**config.mk**
```make
export PLATFORM = sky130hd
export DESIGN_NAME = ccsds_123b2_selftest_sequencer_flat
export DESIGN_NICKNAME = d
export VERILOG_FILES = /design/src/rtl/ccsds_123b2_selftest_sequencer_if.sv /design/src/rtl/ccsds_123b2_selftest_sequencer.sv /design/src/flat_wrapper.sv
export SDC_FILE = /design/constraint.sdc
export NUM_CORES = 1
export LEC_CHECK = 0
export CORE_MARGIN = 2
export CORE_UTILIZATION = 54
export DETAILED_ROUTE_END_ITERATION = 16
export HOLD_SLACK_MARGIN = 0.03
export PLACE_DENSITY = 0.93
export SLEW_MARGIN = 40
export SYNTH_ARGS = -nofsm -noshare
export SYNTH_HDL_FRONTEND = slang
export SYNTH_SLANG_ARGS = --single-unit
```
**constraint.sdc**
```tcl
create_clock -name clk -period 4.38 [get_ports clk]
set_input_delay 0.657 -clock clk [delete_from_list [all_inputs] [get_ports clk]]
set_output_delay 0.657 -clock clk [all_outputs]
set_load 0.02 [all_outputs]
```
**src/rtl/ccsds_123b2_selftest_sequencer_if.sv**
```systemverilog
// Stream, core-control and pattern-ROM signals between the self-test sequencer and its
// surroundings; master is the sequencer side, slave is the environment (ext source/sink, core, ROM).
interface ccsds_123b2_selftest_sequencer_if #(
    parameter int IN_WIDTH      = 16,
    parameter int OUT_WIDTH     = 64,
    parameter int PATTERN_WORDS = 61200
);
    localparam int ADDR_W = (PATTERN_WORDS > 1) ? $clog2(PATTERN_WORDS) : 1;

    logic [IN_WIDTH-1:0]  ext_in_d;
    logic                 ext_in_valid;
    logic                 ext_in_ready;
    logic [OUT_WIDTH-1:0] ext_out_d;
    logic                 ext_out_valid;
    logic                 ext_out_last;
    logic                 ext_out_ready;
    logic [IN_WIDTH-1:0]  core_in_d;
    logic                 core_in_valid;
    logic                 core_in_ready;
    logic [OUT_WIDTH-1:0] core_out_d;
    logic                 core_out_valid;
    logic                 core_out_last;
    logic                 core_out_ready;
    logic                 core_rst_req;
    logic                 rom_en;
    logic [ADDR_W-1:0]    rom_addr;
    logic [IN_WIDTH-1:0]  rom_data;

    modport master (
        input  ext_in_d, ext_in_valid, output ext_in_ready,
        output ext_out_d, ext_out_valid, ext_out_last, input ext_out_ready,
        output core_in_d, core_in_valid, input core_in_ready,
        input  core_out_d, core_out_valid, core_out_last, output core_out_ready,
        output core_rst_req, rom_en, rom_addr, input rom_data
    );

    modport slave (
        output ext_in_d, ext_in_valid, input ext_in_ready,
        input  ext_out_d, ext_out_valid, ext_out_last, output ext_out_ready,
        input  core_in_d, core_in_valid, output core_in_ready,
        output core_out_d, core_out_valid, core_out_last, input core_out_ready,
        input  core_rst_req, rom_en, rom_addr, output rom_data
    );
endinterface

```
**src/rtl/ccsds_123b2_selftest_sequencer.sv**
```systemverilog
// Built-in self-test around a CCSDS 123.0-B-2 core: pass-through when idle, otherwise replays a
// ROM pattern into the core and checks output word count and checksum against references.
module ccsds_123b2_selftest_sequencer #(
    parameter int                   IN_WIDTH        = 16,
    parameter int                   OUT_WIDTH       = 64,
    parameter int                   PATTERN_WORDS   = 61200,
    parameter int                   REF_OUT_WORDS   = 4881,
    parameter logic [OUT_WIDTH-1:0] REF_CHECKSUM    = 64'h0004360006B58000,
    parameter int                   CHECKSUM_MODE   = 0,
    parameter int                   TIMEOUT_CYCLES  = 217500,
    parameter int                   CORE_RST_CYCLES = 4
) (
    input  logic clk,
    input  logic rst,
    input  logic selftest_start,
    ccsds_123b2_selftest_sequencer_if.master bus,
    output logic st_busy,
    output logic st_done,
    output logic st_fail,
    output logic st_timeout,
    output logic st_cnt_err,
    output logic st_sum_err
);
    localparam int ADDR_W = (PATTERN_WORDS > 1) ? $clog2(PATTERN_WORDS) : 1;
    localparam int CNT_W  = $clog2(PATTERN_WORDS + 1);
    localparam int TMO_W  = $clog2(TIMEOUT_CYCLES + 1);
    localparam int OCNT_W = $clog2(REF_OUT_WORDS + 2);
    localparam int RST_W  = (CORE_RST_CYCLES > 1) ? $clog2(CORE_RST_CYCLES) : 1;

    localparam logic [CNT_W-1:0]  PAT_END  = CNT_W'(PATTERN_WORDS);
    localparam logic [TMO_W-1:0]  TMO_END  = TMO_W'(TIMEOUT_CYCLES);
    localparam logic [OCNT_W-1:0] OUT_REF  = OCNT_W'(REF_OUT_WORDS);
    localparam logic [RST_W-1:0]  RST_LAST = RST_W'(CORE_RST_CYCLES - 1);

    typedef enum logic [2:0] {S_IDLE, S_CORE_RST, S_RUN, S_CHECK, S_DONE} state_e;

    state_e                state_q, state_d;
    logic [RST_W-1:0]      rst_cnt_q, rst_cnt_d;
    logic [CNT_W-1:0]      addr_q, addr_d;
    logic [CNT_W-1:0]      in_cnt_q, in_cnt_d;
    logic [TMO_W-1:0]      tmo_q, tmo_d;
    logic [OCNT_W-1:0]     out_cnt_q, out_cnt_d;
    logic [OUT_WIDTH-1:0]  chk_q, chk_d;
    logic [IN_WIDTH-1:0]   fifo_mem_q [2];
    logic [IN_WIDTH-1:0]   fifo_mem_d [2];
    logic                  wr_ptr_q, wr_ptr_d, rd_ptr_q, rd_ptr_d;
    logic [1:0]            occ_q, occ_d;
    logic                  inflight_q, inflight_d;
    logic                  timeout_q, timeout_d, fail_q, fail_d;
    logic                  cnt_err_q, cnt_err_d, sum_err_q, sum_err_d;

    logic fifo_pop, rom_rd, out_acc;

    // A read may issue as long as the slot it lands in is guaranteed free, counting this cycle's pop.
    assign fifo_pop = (state_q == S_RUN) && (occ_q != 2'd0) && bus.core_in_ready;
    assign rom_rd   = (state_q == S_RUN) && (addr_q < PAT_END)
                   && ((3'(occ_q) + 3'(inflight_q) - 3'(fifo_pop)) < 3'd2);
    assign out_acc  = (state_q == S_RUN) && bus.core_out_valid;

    assign st_busy    = (state_q == S_CORE_RST) || (state_q == S_RUN) || (state_q == S_CHECK);
    assign st_done    = (state_q == S_DONE);
    assign st_fail    = fail_q;
    assign st_timeout = timeout_q;
    assign st_cnt_err = cnt_err_q;
    assign st_sum_err = sum_err_q;

    // NOTE: every signal written here gets a default first, so no path leaves one unassigned (no latches).
    always_comb begin
        state_d    = state_q;
        rst_cnt_d  = rst_cnt_q;
        addr_d     = addr_q;
        in_cnt_d   = in_cnt_q;
        tmo_d      = tmo_q;
        out_cnt_d  = out_cnt_q;
        chk_d      = chk_q;
        fifo_mem_d = fifo_mem_q;
        wr_ptr_d   = wr_ptr_q;
        rd_ptr_d   = rd_ptr_q;
        occ_d      = occ_q + {1'b0, inflight_q} - {1'b0, fifo_pop};
        inflight_d = rom_rd;
        timeout_d  = timeout_q;
        fail_d     = fail_q;
        cnt_err_d  = cnt_err_q;
        sum_err_d  = sum_err_q;

        bus.ext_in_ready   = 1'b0;
        bus.ext_out_d      = '0;
        bus.ext_out_valid  = 1'b0;
        bus.ext_out_last   = 1'b0;
        bus.core_in_d      = '0;
        bus.core_in_valid  = 1'b0;
        bus.core_out_ready = 1'b0;
        bus.core_rst_req   = 1'b0;
        bus.rom_en         = rom_rd;
        bus.rom_addr       = addr_q[ADDR_W-1:0];

        if (inflight_q) begin
            fifo_mem_d[wr_ptr_q] = bus.rom_data;
            wr_ptr_d             = ~wr_ptr_q;
        end
        if (fifo_pop) begin
            rd_ptr_d = ~rd_ptr_q;
            in_cnt_d = in_cnt_q + CNT_W'(1);
        end
        if (rom_rd) addr_d = addr_q + CNT_W'(1);

        unique case (state_q)
            S_IDLE, S_DONE: begin
                bus.ext_in_ready   = bus.core_in_ready;
                bus.core_in_d      = bus.ext_in_d;
                bus.core_in_valid  = bus.ext_in_valid;
                bus.ext_out_d      = bus.core_out_d;
                bus.ext_out_valid  = bus.core_out_valid;
                bus.ext_out_last   = bus.core_out_last;
                bus.core_out_ready = bus.ext_out_ready;
                if (selftest_start) begin
                    state_d    = S_CORE_RST;
                    rst_cnt_d  = '0;
                    addr_d     = '0;
                    in_cnt_d   = '0;
                    tmo_d      = '0;
                    out_cnt_d  = '0;
                    chk_d      = '0;
                    wr_ptr_d   = 1'b0;
                    rd_ptr_d   = 1'b0;
                    occ_d      = 2'd0;
                    inflight_d = 1'b0;
                    timeout_d  = 1'b0;
                    fail_d     = 1'b0;
                    cnt_err_d  = 1'b0;
                    sum_err_d  = 1'b0;
                end
            end
            S_CORE_RST: begin
                bus.core_rst_req   = 1'b1;
                bus.core_out_ready = 1'b1;
                if (rst_cnt_q == RST_LAST) state_d = S_RUN;
                else                       rst_cnt_d = rst_cnt_q + RST_W'(1);
            end
            S_RUN: begin
                bus.core_out_ready = 1'b1;
                bus.core_in_valid  = (occ_q != 2'd0);
                bus.core_in_d      = fifo_mem_q[rd_ptr_q];
                tmo_d              = tmo_q + TMO_W'(1);
                if (out_acc) begin
                    if (out_cnt_q != '1) out_cnt_d = out_cnt_q + OCNT_W'(1);
                    if (CHECKSUM_MODE == 0) chk_d = chk_q + bus.core_out_d;
                    else                    chk_d = chk_q ^ bus.core_out_d;
                end
                // A final word in the same cycle as the timeout still gets its count/checksum verdict.
                if (out_acc && bus.core_out_last) begin
                    state_d = S_CHECK;
                end else if (tmo_q + TMO_W'(1) == TMO_END) begin
                    state_d   = S_DONE;
                    timeout_d = 1'b1;
                    fail_d    = 1'b1;
                end
            end
            S_CHECK: begin
                bus.core_out_ready = 1'b1;
                cnt_err_d = (out_cnt_q != OUT_REF) || (in_cnt_q != PAT_END);
                sum_err_d = (chk_q != REF_CHECKSUM);
                fail_d    = (out_cnt_q != OUT_REF) || (in_cnt_q != PAT_END)
                         || (chk_q != REF_CHECKSUM);
                state_d   = S_DONE;
            end
            default: state_d = S_IDLE;
        endcase
    end

    // NOTE: sequential state uses non-blocking assignments so every register samples pre-edge values.
    always_ff @(posedge clk or negedge rst) begin
        if (!rst) state_q <= S_IDLE;
        else      state_q <= state_d;
    end

    // NOTE: the two FIFO slots are reset too, so nothing in the block carries stale data out of reset.
    always_ff @(posedge clk or negedge rst) begin
        if (!rst) begin
            rst_cnt_q  <= '0;
            addr_q     <= '0;
            in_cnt_q   <= '0;
            tmo_q      <= '0;
            out_cnt_q  <= '0;
            chk_q      <= '0;
            fifo_mem_q <= '{default: '0};
            wr_ptr_q   <= 1'b0;
            rd_ptr_q   <= 1'b0;
            occ_q      <= 2'd0;
            inflight_q <= 1'b0;
            timeout_q  <= 1'b0;
            fail_q     <= 1'b0;
            cnt_err_q  <= 1'b0;
            sum_err_q  <= 1'b0;
        end else begin
            rst_cnt_q  <= rst_cnt_d;
            addr_q     <= addr_d;
            in_cnt_q   <= in_cnt_d;
            tmo_q      <= tmo_d;
            out_cnt_q  <= out_cnt_d;
            chk_q      <= chk_d;
            fifo_mem_q <= fifo_mem_d;
            wr_ptr_q   <= wr_ptr_d;
            rd_ptr_q   <= rd_ptr_d;
            occ_q      <= occ_d;
            inflight_q <= inflight_d;
            timeout_q  <= timeout_d;
            fail_q     <= fail_d;
            cnt_err_q  <= cnt_err_d;
            sum_err_q  <= sum_err_d;
        end
    end
endmodule

```
**src/flat_wrapper.sv**
```systemverilog
// flat-port wrapper written by rule: the top's interface ports become plain ports
module ccsds_123b2_selftest_sequencer_flat 
#(
    parameter int                   IN_WIDTH        = 16,
    parameter int                   OUT_WIDTH       = 64,
    parameter int                   PATTERN_WORDS   = 61200,
    parameter int                   REF_OUT_WORDS   = 4881,
    parameter logic [OUT_WIDTH-1:0] REF_CHECKSUM    = 64'h0004360006B58000,
    parameter int                   CHECKSUM_MODE   = 0,
    parameter int                   TIMEOUT_CYCLES  = 217500,
    parameter int                   CORE_RST_CYCLES = 4
)
  (clk, rst, selftest_start, st_busy, st_done, st_fail, st_timeout, st_cnt_err, st_sum_err, bus_ext_in_d, bus_ext_in_valid, bus_ext_in_ready, bus_ext_out_d, bus_ext_out_valid, bus_ext_out_last, bus_ext_out_ready, bus_core_in_d, bus_core_in_valid, bus_core_in_ready, bus_core_out_d, bus_core_out_valid, bus_core_out_last, bus_core_out_ready, bus_core_rst_req, bus_rom_en, bus_rom_addr, bus_rom_data);
  ccsds_123b2_selftest_sequencer_if #(.IN_WIDTH(IN_WIDTH), .OUT_WIDTH(OUT_WIDTH), .PATTERN_WORDS(PATTERN_WORDS)) bus_i ();
  input  logic clk;
  input  logic rst;
  input  logic selftest_start;
  output logic st_busy;
  output logic st_done;
  output logic st_fail;
  output logic st_timeout;
  output logic st_cnt_err;
  output logic st_sum_err;
  input wire logic [$bits(bus_i.ext_in_d)-1:0] bus_ext_in_d;
  input wire logic [$bits(bus_i.ext_in_valid)-1:0] bus_ext_in_valid;
  output wire logic [$bits(bus_i.ext_in_ready)-1:0] bus_ext_in_ready;
  output wire logic [$bits(bus_i.ext_out_d)-1:0] bus_ext_out_d;
  output wire logic [$bits(bus_i.ext_out_valid)-1:0] bus_ext_out_valid;
  output wire logic [$bits(bus_i.ext_out_last)-1:0] bus_ext_out_last;
  input wire logic [$bits(bus_i.ext_out_ready)-1:0] bus_ext_out_ready;
  output wire logic [$bits(bus_i.core_in_d)-1:0] bus_core_in_d;
  output wire logic [$bits(bus_i.core_in_valid)-1:0] bus_core_in_valid;
  input wire logic [$bits(bus_i.core_in_ready)-1:0] bus_core_in_ready;
  input wire logic [$bits(bus_i.core_out_d)-1:0] bus_core_out_d;
  input wire logic [$bits(bus_i.core_out_valid)-1:0] bus_core_out_valid;
  input wire logic [$bits(bus_i.core_out_last)-1:0] bus_core_out_last;
  output wire logic [$bits(bus_i.core_out_ready)-1:0] bus_core_out_ready;
  output wire logic [$bits(bus_i.core_rst_req)-1:0] bus_core_rst_req;
  output wire logic [$bits(bus_i.rom_en)-1:0] bus_rom_en;
  output wire logic [$bits(bus_i.rom_addr)-1:0] bus_rom_addr;
  input wire logic [$bits(bus_i.rom_data)-1:0] bus_rom_data;
  assign bus_i.ext_in_d = bus_ext_in_d;
  assign bus_i.ext_in_valid = bus_ext_in_valid;
  assign bus_ext_in_ready = bus_i.ext_in_ready;
  assign bus_ext_out_d = bus_i.ext_out_d;
  assign bus_ext_out_valid = bus_i.ext_out_valid;
  assign bus_ext_out_last = bus_i.ext_out_last;
  assign bus_i.ext_out_ready = bus_ext_out_ready;
  assign bus_core_in_d = bus_i.core_in_d;
  assign bus_core_in_valid = bus_i.core_in_valid;
  assign bus_i.core_in_ready = bus_core_in_ready;
  assign bus_i.core_out_d = bus_core_out_d;
  assign bus_i.core_out_valid = bus_core_out_valid;
  assign bus_i.core_out_last = bus_core_out_last;
  assign bus_core_out_ready = bus_i.core_out_ready;
  assign bus_core_rst_req = bus_i.core_rst_req;
  assign bus_rom_en = bus_i.rom_en;
  assign bus_rom_addr = bus_i.rom_addr;
  assign bus_i.rom_data = bus_rom_data;
  ccsds_123b2_selftest_sequencer #(.IN_WIDTH(IN_WIDTH), .OUT_WIDTH(OUT_WIDTH), .PATTERN_WORDS(PATTERN_WORDS), .REF_OUT_WORDS(REF_OUT_WORDS), .REF_CHECKSUM(REF_CHECKSUM), .CHECKSUM_MODE(CHECKSUM_MODE), .TIMEOUT_CYCLES(TIMEOUT_CYCLES), .CORE_RST_CYCLES(CORE_RST_CYCLES)) u_core (.clk(clk), .rst(rst), .selftest_start(selftest_start), .bus(bus_i), .st_busy(st_busy), .st_done(st_done), .st_fail(st_fail), .st_timeout(st_timeout), .st_cnt_err(st_cnt_err), .st_sum_err(st_sum_err));
endmodule
```
After elaboration in Yosys (flattened, before gate mapping)
Index checks and enable logic that the tools add are counted.
Word-level totals
  input bits: 104
  bits in registers: 173
  output and inout bits: 109
Operators by class
  add/subtract/negate cells: 10
  bitwise logic cells: 4
  equal/unequal tests: 18
  reduce and logical (&&, ||, !) cells: 27
  multiplexer cells: 54
  $lt $le $gt $ge: 5
Operators with widths (count)
  2-to-1 mux 64 bit: 3
  2-to-1 mux 16 bit: 10
  one-hot mux 64 bit (2 select lines): 1
  adder 64 bit: 1
  inequality test 64 x 51 -> 1 bit (second input constant): 1
  2-to-1 mux 13 bit: 3
  one-hot mux 18 bit (2 select lines): 1
  adder 16 x 1 -> 16 bit (second input constant): 2
  bitwise mux 32 bit: 1
  one-hot mux 16 bit (2 select lines): 1
  inequality test 13 bit (second input constant): 2
  one-hot mux 13 bit (2 select lines): 1
  adder 18 x 1 -> 18 bit (second input constant): 1
  == test 18 bit (second input constant): 1
  2-to-1 mux 18 bit: 1
  demux 16 bit (select 1 bit): 1
  less-than comparator 16 bit (second input constant): 1
  inequality test 16 bit (second input constant): 1
  2-to-1 mux 1 bit: 15
  adder 13 x 1 -> 13 bit (second input constant): 1
  2-to-1 mux 3 bit: 4
  inequality test 2 bit (second input constant): 6
  one-hot mux 3 bit (4 select lines): 1
  AND reduction 4 bit: 3
  other kinds (29): 55

Logic depth before layout (Yosys ltp)
Gate-level depths: netlist (run 1).
  depth in word-level cells: 9
  gate-level depth with buffers: 20
  mapped depth without buffers: 16

Worst setup path before layout (run 1)
OpenSTA, ideal clock, no wires.
  path type: register to register
  start point: register u_core.state_q[1]
  end point: register u_core.addr_q[13], in the netlist u_core.bus.rom_addr[13]
  setup slack: 671 ps
  arrival time: 3577 ps
  setup time: 132 ps
  data required time: 4248 ps
  clock period less this slack: 3709 ps
  stages on the path, launching flop included: 21
  path through: dfrtp_1 nor2b_1 nand2b_1 clkbuf_1 nor2_1 and2_1 buf_2 ha_1 inv_1 ha_1 inv_1 fa_1 xnor2_1 and4_1 clkbuf_1 and4_1 clkbuf_1 nand2_1 nor2_1 xnor2_1 nor2_1
On the way
  longest elaborated chain between the ends: 9
  elaborated cells between the ends (all ways): 13
  classes of those cells: 1 x add/sub; 1 x order compare; 2 x eq/ne; 3 x mux; 6 x reduce/logical
Ends and longest elaborated chain
  start, declared: RTL line ccsds_123b2_selftest_sequencer.sv:37  | state_e state_q, state_d;
  start signal, assigned: RTL line ccsds_123b2_selftest_sequencer.sv:174  | else state_q <= state_d;
  == test 3 x 2 -> 1 bit (*): RTL line ccsds_123b2_selftest_sequencer.sv:55, ccsds_123b2_selftest_sequencer.sv:56
  logical AND 1 bit (2 in a row): RTL line ccsds_123b2_selftest_sequencer.sv:55  | assign fifo_pop = (state_q == S_RUN) && (occ_q != 2'd0) && bus.core_in_ready;
  subtractor 3 x 1 -> 3 bit: RTL line ccsds_123b2_selftest_sequencer.sv:57  | && ((3'(occ_q) + 3'(inflight_q) - 3'(fifo_pop)) < 3'd2);
  less-than comparator 3 x 2 -> 1 bit: RTL line ccsds_123b2_selftest_sequencer.sv:57
  logical AND 1 bit (*): RTL line ccsds_123b2_selftest_sequencer.sv:57
  via bus_rom_en: RTL line flat_wrapper.sv:39  | output wire logic [$bits(bus_i.rom_en)-1:0] bus_rom_en;
  2-to-1 mux 16 bit (*): RTL line ccsds_123b2_selftest_sequencer.sv:105  | if (rom_rd) addr_d = addr_q + CNT_W'(1);
  2-to-1 mux 16 bit: RTL line ccsds_123b2_selftest_sequencer.sv:116  | if (selftest_start) begin
  2-to-1 mux 16 bit (*): RTL line ccsds_123b2_selftest_sequencer.sv:107  | unique case (state_q)
  via u_core.addr_d[13]: RTL line ccsds_123b2_selftest_sequencer.sv:39  | logic [CNT_W-1:0] addr_q, addr_d;
  end signal, assigned: RTL line ccsds_123b2_selftest_sequencer.sv:197  | addr_q <= addr_d;
  end, declared: RTL line ccsds_123b2_selftest_sequencer.sv:39
Mark *: on every way through the listed nets, which the timed path passes. The rest lies on a longest branch.
A chain may end at the register's enable or synchronous reset.

Worst setup path after layout (run 1)
  start point: register u_core.state_q[1]
  end point: output port bus_rom_en
On the way
  longest elaborated chain between the ends: 6
  elaborated cells between the ends (all ways): 7
  classes of those cells: 1 x add/sub; 1 x order compare; 1 x eq/ne; 4 x reduce/logical
Ends and longest elaborated chain (RTL line)
  == test 3 x 2 -> 1 bit (*): ccsds_123b2_selftest_sequencer.sv:55, ccsds_123b2_selftest_sequencer.sv:56
  logical AND 1 bit (2 in a row): ccsds_123b2_selftest_sequencer.sv:55
  subtractor 3 x 1 -> 3 bit: ccsds_123b2_selftest_sequencer.sv:57
  less-than comparator 3 x 2 -> 1 bit: ccsds_123b2_selftest_sequencer.sv:57
  logical AND 1 bit (*): ccsds_123b2_selftest_sequencer.sv:57
  end, declared: flat_wrapper.sv:39
Every way passes the cells marked *; elsewhere a longest branch is shown, timed or not.

==> flow_summary.json, run 1 <==
{
  "finalCritPeriodShare_pct": 96.7,
  "ir_drop_mv": 0.329,
  "synth_nets": 1608,
  "routed_wl_mm": 35.4,
  "n_fill_cell": 1612,
  "area_growth_pct": 24.3,
  "die_h_um": 154,
  "crit_start": "u_core.state_q[1]",
  "place_congestion": 0.933,
  "synth_warnings": 0,
  "path_clk_slew_ns": 0.08,
  "drive_above_1_share_pct": 6.17,
  "drv_slew": 0,
  "avgSynthCellArea_um2": 8.51,
  "tns_ns": 0,
  "timing.hold.ws_ns": 0.204,
  "cp-end-kind": "primary output",
  "vias_per_cell": 6.22,
  "finClkSkew_ns": 0.0142,
  "holdCritPathClass": "primary input to async pin",
  "grt_use_total_pct": 29.7,
  "drc": 0,
  "synthTopCellsByArea": "dfrtp_1, ha_1, o21ai_0",
  "globalRouteOverflowTotal": 0,
  "dpl_cell_area_mm2": 0.0144,
  "routed-via-count": 11720,
  "avgRoutedWirePerCell_um": 18.8,
  "core-area_mm2": 0.0220,
  "ant_nets": 0,
  "layout_min_cycle_time_ns": 4.24,
  "nNetsFinal": 1771,
  "setup_viol": 0,
  "numCtsBuffers": 17,
  "port_buffers": 212,
  "cts_tree": "done",
  "grt_pass1_wl_mm": 57.5,
  "cp.arrival_ns": 3.58,
  "synth_cells": 1428,
  "cts_setup_buffers": 0,
  "dp_hpwl_mm": 25.4,
  "rsz0062_at_grt": "false",
  "cts-root-buf": "clkbuf_16",
  "n_antenna_cell": 0,
  "grt_max_degree": 94,
  "worstSetupPathType": "flop to primary output",
  "max_freq_ghz": 0.236,
  "die-area_mm2": 0.0237,
  "synth_area_mm2": 0.0122,
  "synth_edf_count": 0,
  "cts_sinks": 173,
  "ys_ff_latch": 173,
  "synthDistinctLibCells": 68,
  "dr.pass1.iters": 6,
  "drtIter0Drc": 1011,
  "outcome": "finished, final reports clean",
  "clockBufferDepth": 2,
  "post-route-cell-area_mm2": 0.0151,
  "start_kind": "flop",
  "grt_pass1_vias": 11618,
  "rows": 54,
  "htreeDepth": 4,
  "crit_required_ns": 3.72,
  "seq_area_frac_synth_pct": 35.6,
  "async_flop_share_pct": 100,
  "synth_flop_cell": "dfrtp_1",
  "clk_latency_ns": 0.45,
  "max-cap-violations": 0,
  "power-per-cell-area_mw_per_mm2": 588,
  "path_max_fanout": 6,
  "pin_count": 213,
  "start_util_pct": 55.4,
  "hold_violations": 0,
  "yosysTopAreaCell": "dfrtp_1",
  "total_power_mw": 8.89,
  "p_leak_nw": 6.62,
  "die_x_um": 154,
  "slew_headroom_pct": 44.9,
  "regToRegStartpoint": "u_core.state_q[1]",
  "antenna_found_initial": 0,
  "tightest_slew_ns": 0.827,
  "synth_top_area_share_pct": 35.6
}
sequential cells by signal (all words and copies together) (netlist names):
register and cells:
u_core.bus.rom_addr 16, u_core.chk_q 64, u_core.fifo_mem_q 32, u_core.in_cnt_q 16, u_core.inflight_q 1, u_core.occ_q 2
u_core.out_cnt_q 13, u_core.rd_ptr_q 1, u_core.rst_cnt_q 2, u_core.st_cnt_err 1, u_core.st_fail 1, u_core.st_sum_err 1
u_core.st_timeout 1, u_core.state_q 3, u_core.tmo_q 18, u_core.wr_ptr_q 1
critical path: stages (launching register included):
cell and delay [ns]:
dfrtp_2 0.47, nor2b_1 0.22, nand2b_1 0.11, nor2_1 0.19, and2_1 0.19, ha_1 0.23, inv_1 0.08, ha_1 0.15
inv_1 0.07, fa_1 0.39, xnor2_1 0.31, and4_4 0.34, dlygate4sd2_1 0.37
synthesized netlist by cell type (5+ instances only):
master and instances:
xor2_1 50, nand4_1 37, ha_1 74, a31oi_1 25, clkbuf_1 65, xnor2_1 47
and3_1 23, nand3_1 96, a41oi_1 5, and4_1 8, nor2b_1 5, or3_1 9
nor2_1 103, o21a_1 7, and2_1 77, nand2_1 112, o31ai_1 14, nor3_1 17
buf_2 11, o22ai_1 5, a211oi_1 7, o21bai_1 13, nor4b_1 7, mux2_2 33
dfrtp_1 173, nand2b_1 5, a21o_1 29, nor4_1 13, mux2i_1 18, o21ai_0 149
a21oi_1 83, inv_1 42
repair_timing:
item / 4_1_cts / 5_1_grt
hold buffers: 0 / 0
cloned: 0 / 0
endpoints found under the setup margin: 1 / 1
pin swaps: 0 / 0
resized for setup: 3 / 1
placed cells by master, fill, tap and decap left out, types with 18 or more instances in the layout:
cell and instances:
ha_1 73, dfrtp_1 171, nor2_1 101, mux2_2 33, nand4_1 37, and3_1 23, a31oi_1 25, mux2i_1 18
xor2_1 50, inv_1 42, nand2_1 110, o21ai_0 149, xnor2_1 47, and2_1 76, a21oi_1 83, nand3_1 96
a21o_1 29, clkdlybuf4s50_1 210
layout make-up:
class / instances / area, um2 / share of cell area (%)
clock inverter: 15 / 213 / 1.41
tap: 280 / 350 / 2.32
inverter: 42 / 158 / 1.04
sequential: 173 / 4330 / 28.7
multi-input combinational: 1130 / 7380 / 48.8
clock buffer: 17 / 425 / 2.81
timing repair buffer: 227 / 2260 / 14.9
report_power, final:
| group | total [mW] | switching, mW | internal, mW |
|---|---|---|---|
| registers | 2.40 | 0.390 | 2.01 |
| logic | 4.88 | 2.79 | 2.09 |
| clock network | 1.62 | 0.782 | 0.836 |
worst paths after layout:
path / end / slack (ns) / cells after the start
worst min register to register: u_core.st_sum_err / 0.50 / 1
worst min-delay path: u_core.in_cnt_q[8] / 0.20 / 1
worst max-delay path: bus_rom_en / 0.14 / 12
min in group clk: u_core.st_sum_err / 0.50 / 1
worst max register to register: u_core.bus.rom_addr[12] / 0.67 / 15
max in group asynchronous: u_core.chk_q[3] / 3.24 / 2
through the flow:
stage	utilization (%)	std cells	setup WS, ns
global placement	65.7	1851	0.345
global route	68.8	1884	0.0256
finish	68.8	1884	0.143
floorplan	-	1428	0.671
detailed placement	65.8	1851	0.289
CTS	68.7	1883	0.188
routing by layer:
layer | vias to the layer above | track usage, % | wire length, um
li1 | 5485 | - | -
met1 | 5625 | 37.5 | 14400
met2 | 516 | 51.0 | 17500
met3 | 94 | 5.72 | 2430
met4 | 0 | 10.5 | 1120
met5 | - | 0 | 0
logic make-up after synthesis:
group           after synthesis  synth area share, %
flops                       173                 35.6
fa+ha+maj                    76                 7.94
simple gates                528                 22.2
compound gates              378                 18.8
buf+inv                     125                 4.00
mux                          51                 4.54
xor+xnor                     97                 6.99
No activity file was read; power rests on OpenSTA's default activity.
==> inputs of run 2 (changes only) <==
- RECOVER_POWER: unset -> 50
==> run 2 against run 1 <==
Against the previous run: setup slack got worse by 0.015 ns; non-clock buffer count is the same; clock power hardly changed; critical path depth unchanged; final cell count unchanged; first-iteration DRC count decreased by 7.1%; sequential power about the same; die area did not move; combinational power is essentially flat; critical endpoint unchanged; hold slack gained 0.29 ns; the flow now finishes with violations (capacitance limit, slew limit); core utilization shrank 0.15 points.
==> flow_summary.json, run 2 (synthesis results as in run 1) <==
{
  "pin_count": 213,
  "start_util_pct": 55.4,
  "critical_path.cell_chain": "nor2b_1 -> nand2b_1 -> nor2_1 -> and2_1 -> ha_1 -> inv_1 -> ha_1 -> inv_1 -> fa_1 -> xnor2_1 -> and4_4 -> dlygate4sd2_1",
  "ir_drop_mv": 0.330,
  "rsz0062_at_grt": "false",
  "setup_viol": 0,
  "routed_wl_mm": 35.3,
  "htreeDepth": 4,
  "drtIter0Drc": 939,
  "start_kind": "flop",
  "register_area_mm2": 0.00433,
  "clk_latency_ns": 0.45,
  "drive_above_1_share_pct": 5.67,
  "rows": 54,
  "worstSetupPathType": "flop to primary output",
  "cts-root-buf": "clkbuf_16",
  "die_x_um": 154,
  "finalCritPeriodShare_pct": 97.1,
  "grt_max_degree": 94,
  "p_leak_nw": 6.63,
  "core-area_mm2": 0.0220,
  "tns_ns": 0,
  "final_common_cell": "clkdlybuf4s50_1",
  "holdCritPathClass": "flop to flop",
  "max_stage_delay_ns": 0.47,
  "path_max_fanout": 6,
  "final_cell_mix": "clkdlybuf4s50_1, dfrtp_1, o21ai_0",
  "layout_min_cycle_time_ns": 4.25,
  "cp-end-kind": "primary output",
  "n_fill_cell": 1623,
  "violations": "capacitance limit, slew limit",
  "total_power_mw": 8.88,
  "multi_input_comb_area_mm2": 0.00737,
  "cp.arrival_ns": 3.59,
  "avgRoutedWirePerCell_um": 18.8,
  "outcome": "finished with violations",
  "tightest_slew_ns": 2.41,
  "max_freq_ghz": 0.235,
  "routed-via-count": 11712,
  "regMostFlops": "u_core.chk_q",
  "power-per-cell-area_mw_per_mm2": 589,
  "antenna_found_initial": 0,
  "cts_tree": "done",
  "path_clk_slew_ns": 0.08,
  "port_buffers": 212,
  "grt_pass1_vias": 11618,
  "crit_required_ns": 3.72,
  "die_h_um": 154,
  "reg_top3": "u_core.chk_q (64), u_core.fifo_mem_q (32), u_core.tmo_q (18)",
  "drc": 0,
  "ant_nets": 0,
  "cts-resized-gates": 3,
  "grt_pass1_wl_mm": 57.5,
  "area_growth_pct": 24.1,
  "nNetsFinal": 1771,
  "dr.pass1.iters": 6,
  "critical-path-slowest-cell": "dfrtp_2",
  "max-cap-violations": 6,
  "die-area_mm2": 0.0237,
  "grt_use_total_pct": 29.7,
  "cts_setup_buffers": 0,
  "drv_slew": 265,
  "slew_headroom_pct": -60.5,
  "clockBufferDepth": 2,
  "largest_reg_flops": 64,
  "cts_sinks": 173,
  "finClkSkew_ns": 0.0146,
  "dp_hpwl_mm": 25.4,
  "vias_per_cell": 6.22,
  "holdBufCountCts": 0,
  "place_congestion": 0.933,
  "numCtsBuffers": 17,
  "n_antenna_cell": 0,
  "hold_violations": 0,
  "globalRouteOverflowTotal": 0
}
## run 2: cell types whose count changed in the layout (fill, tap and decap cells not counted), moves of 2 or more
cell             before  now
clkbuf_1              0    3
and2_0                0    2
dlygate4sd3_1         0    9
buf_4                14   11
mux2_2               33   31
mux2_1                0    2
clkdlybuf4s50_1     210  201
## run 2: final timing paths
check                      slack [ns]  cells after the start         startpoint                      end
setup / recovery                 0.13                     12  u_core.state_q[1]               bus_rom_en
hold reg to reg                  0.49                      1  u_core.st_sum_err        u_core.st_sum_err
max in group asynchronous        0.99                      2                rst          u_core.chk_q[3]
hold / removal                   0.49                      1  u_core.st_sum_err        u_core.st_sum_err
min in group asynchronous        0.91                      1                rst      u_core.in_cnt_q[10]
setup reg to reg                 0.65                     15  u_core.state_q[1]  u_core.bus.rom_addr[12]
## run 2: metrics by stage
step,std cells,setup WS [ns],cell area (um2),hold WS (ns),utilization [%]
5_1_grt,1884,0.0256,15100,0.501,68.7
3_5_place_dp,1851,0.289,14400,0.475,65.8
3_3_place_gp,1851,0.345,14400,0.462,65.7
6_report,1884,0.128,15100,0.490,68.7
4_1_cts,1883,0.188,15100,0.267,68.7
2_1_floorplan,1428,0.671,12200,0.361,-
## run 2: metal layers
layer | GRT usage (%) | vias to the layer above | share of wire, %
met5 | 0 | - | 0
met4 | 10.5 | 0 | 3.0
met3 | 5.72 | 88 | 7.0
met2 | 51.0 | 528 | 50
met1 | 37.5 | 5611 | 40
li1 | - | 5485 | -
## run 2: cell type report
cell class	instances	area share [%]
flip-flops and latches	173	28.7
clock inverters	15	1.41
well taps	280	2.32
multi-input cells	1130	48.9
inverters	42	1.05
clock buffers	17	2.82
repair buffers	227	14.8
## run 2: power breakdown
part	internal, mW	switching [mW]	leakage, nW	total, mW
combinational	2.08	2.79	3.97	4.87
sequential	2.01	0.392	2.35	2.40
clock	0.836	0.781	0.308	1.62
total	4.92	3.96	6.63	8.88
## run 2: worst max-delay path: cells and delay by family (launching register included)
kind / cells / cell delay (ns)
xor gates and xnor gates: 1 / 0.31
adders and majority gates: 3 / 0.78
buffers and inverters: 3 / 0.52
DFF: 1 / 0.47
and+or+nand+nor: 5 / 1.05
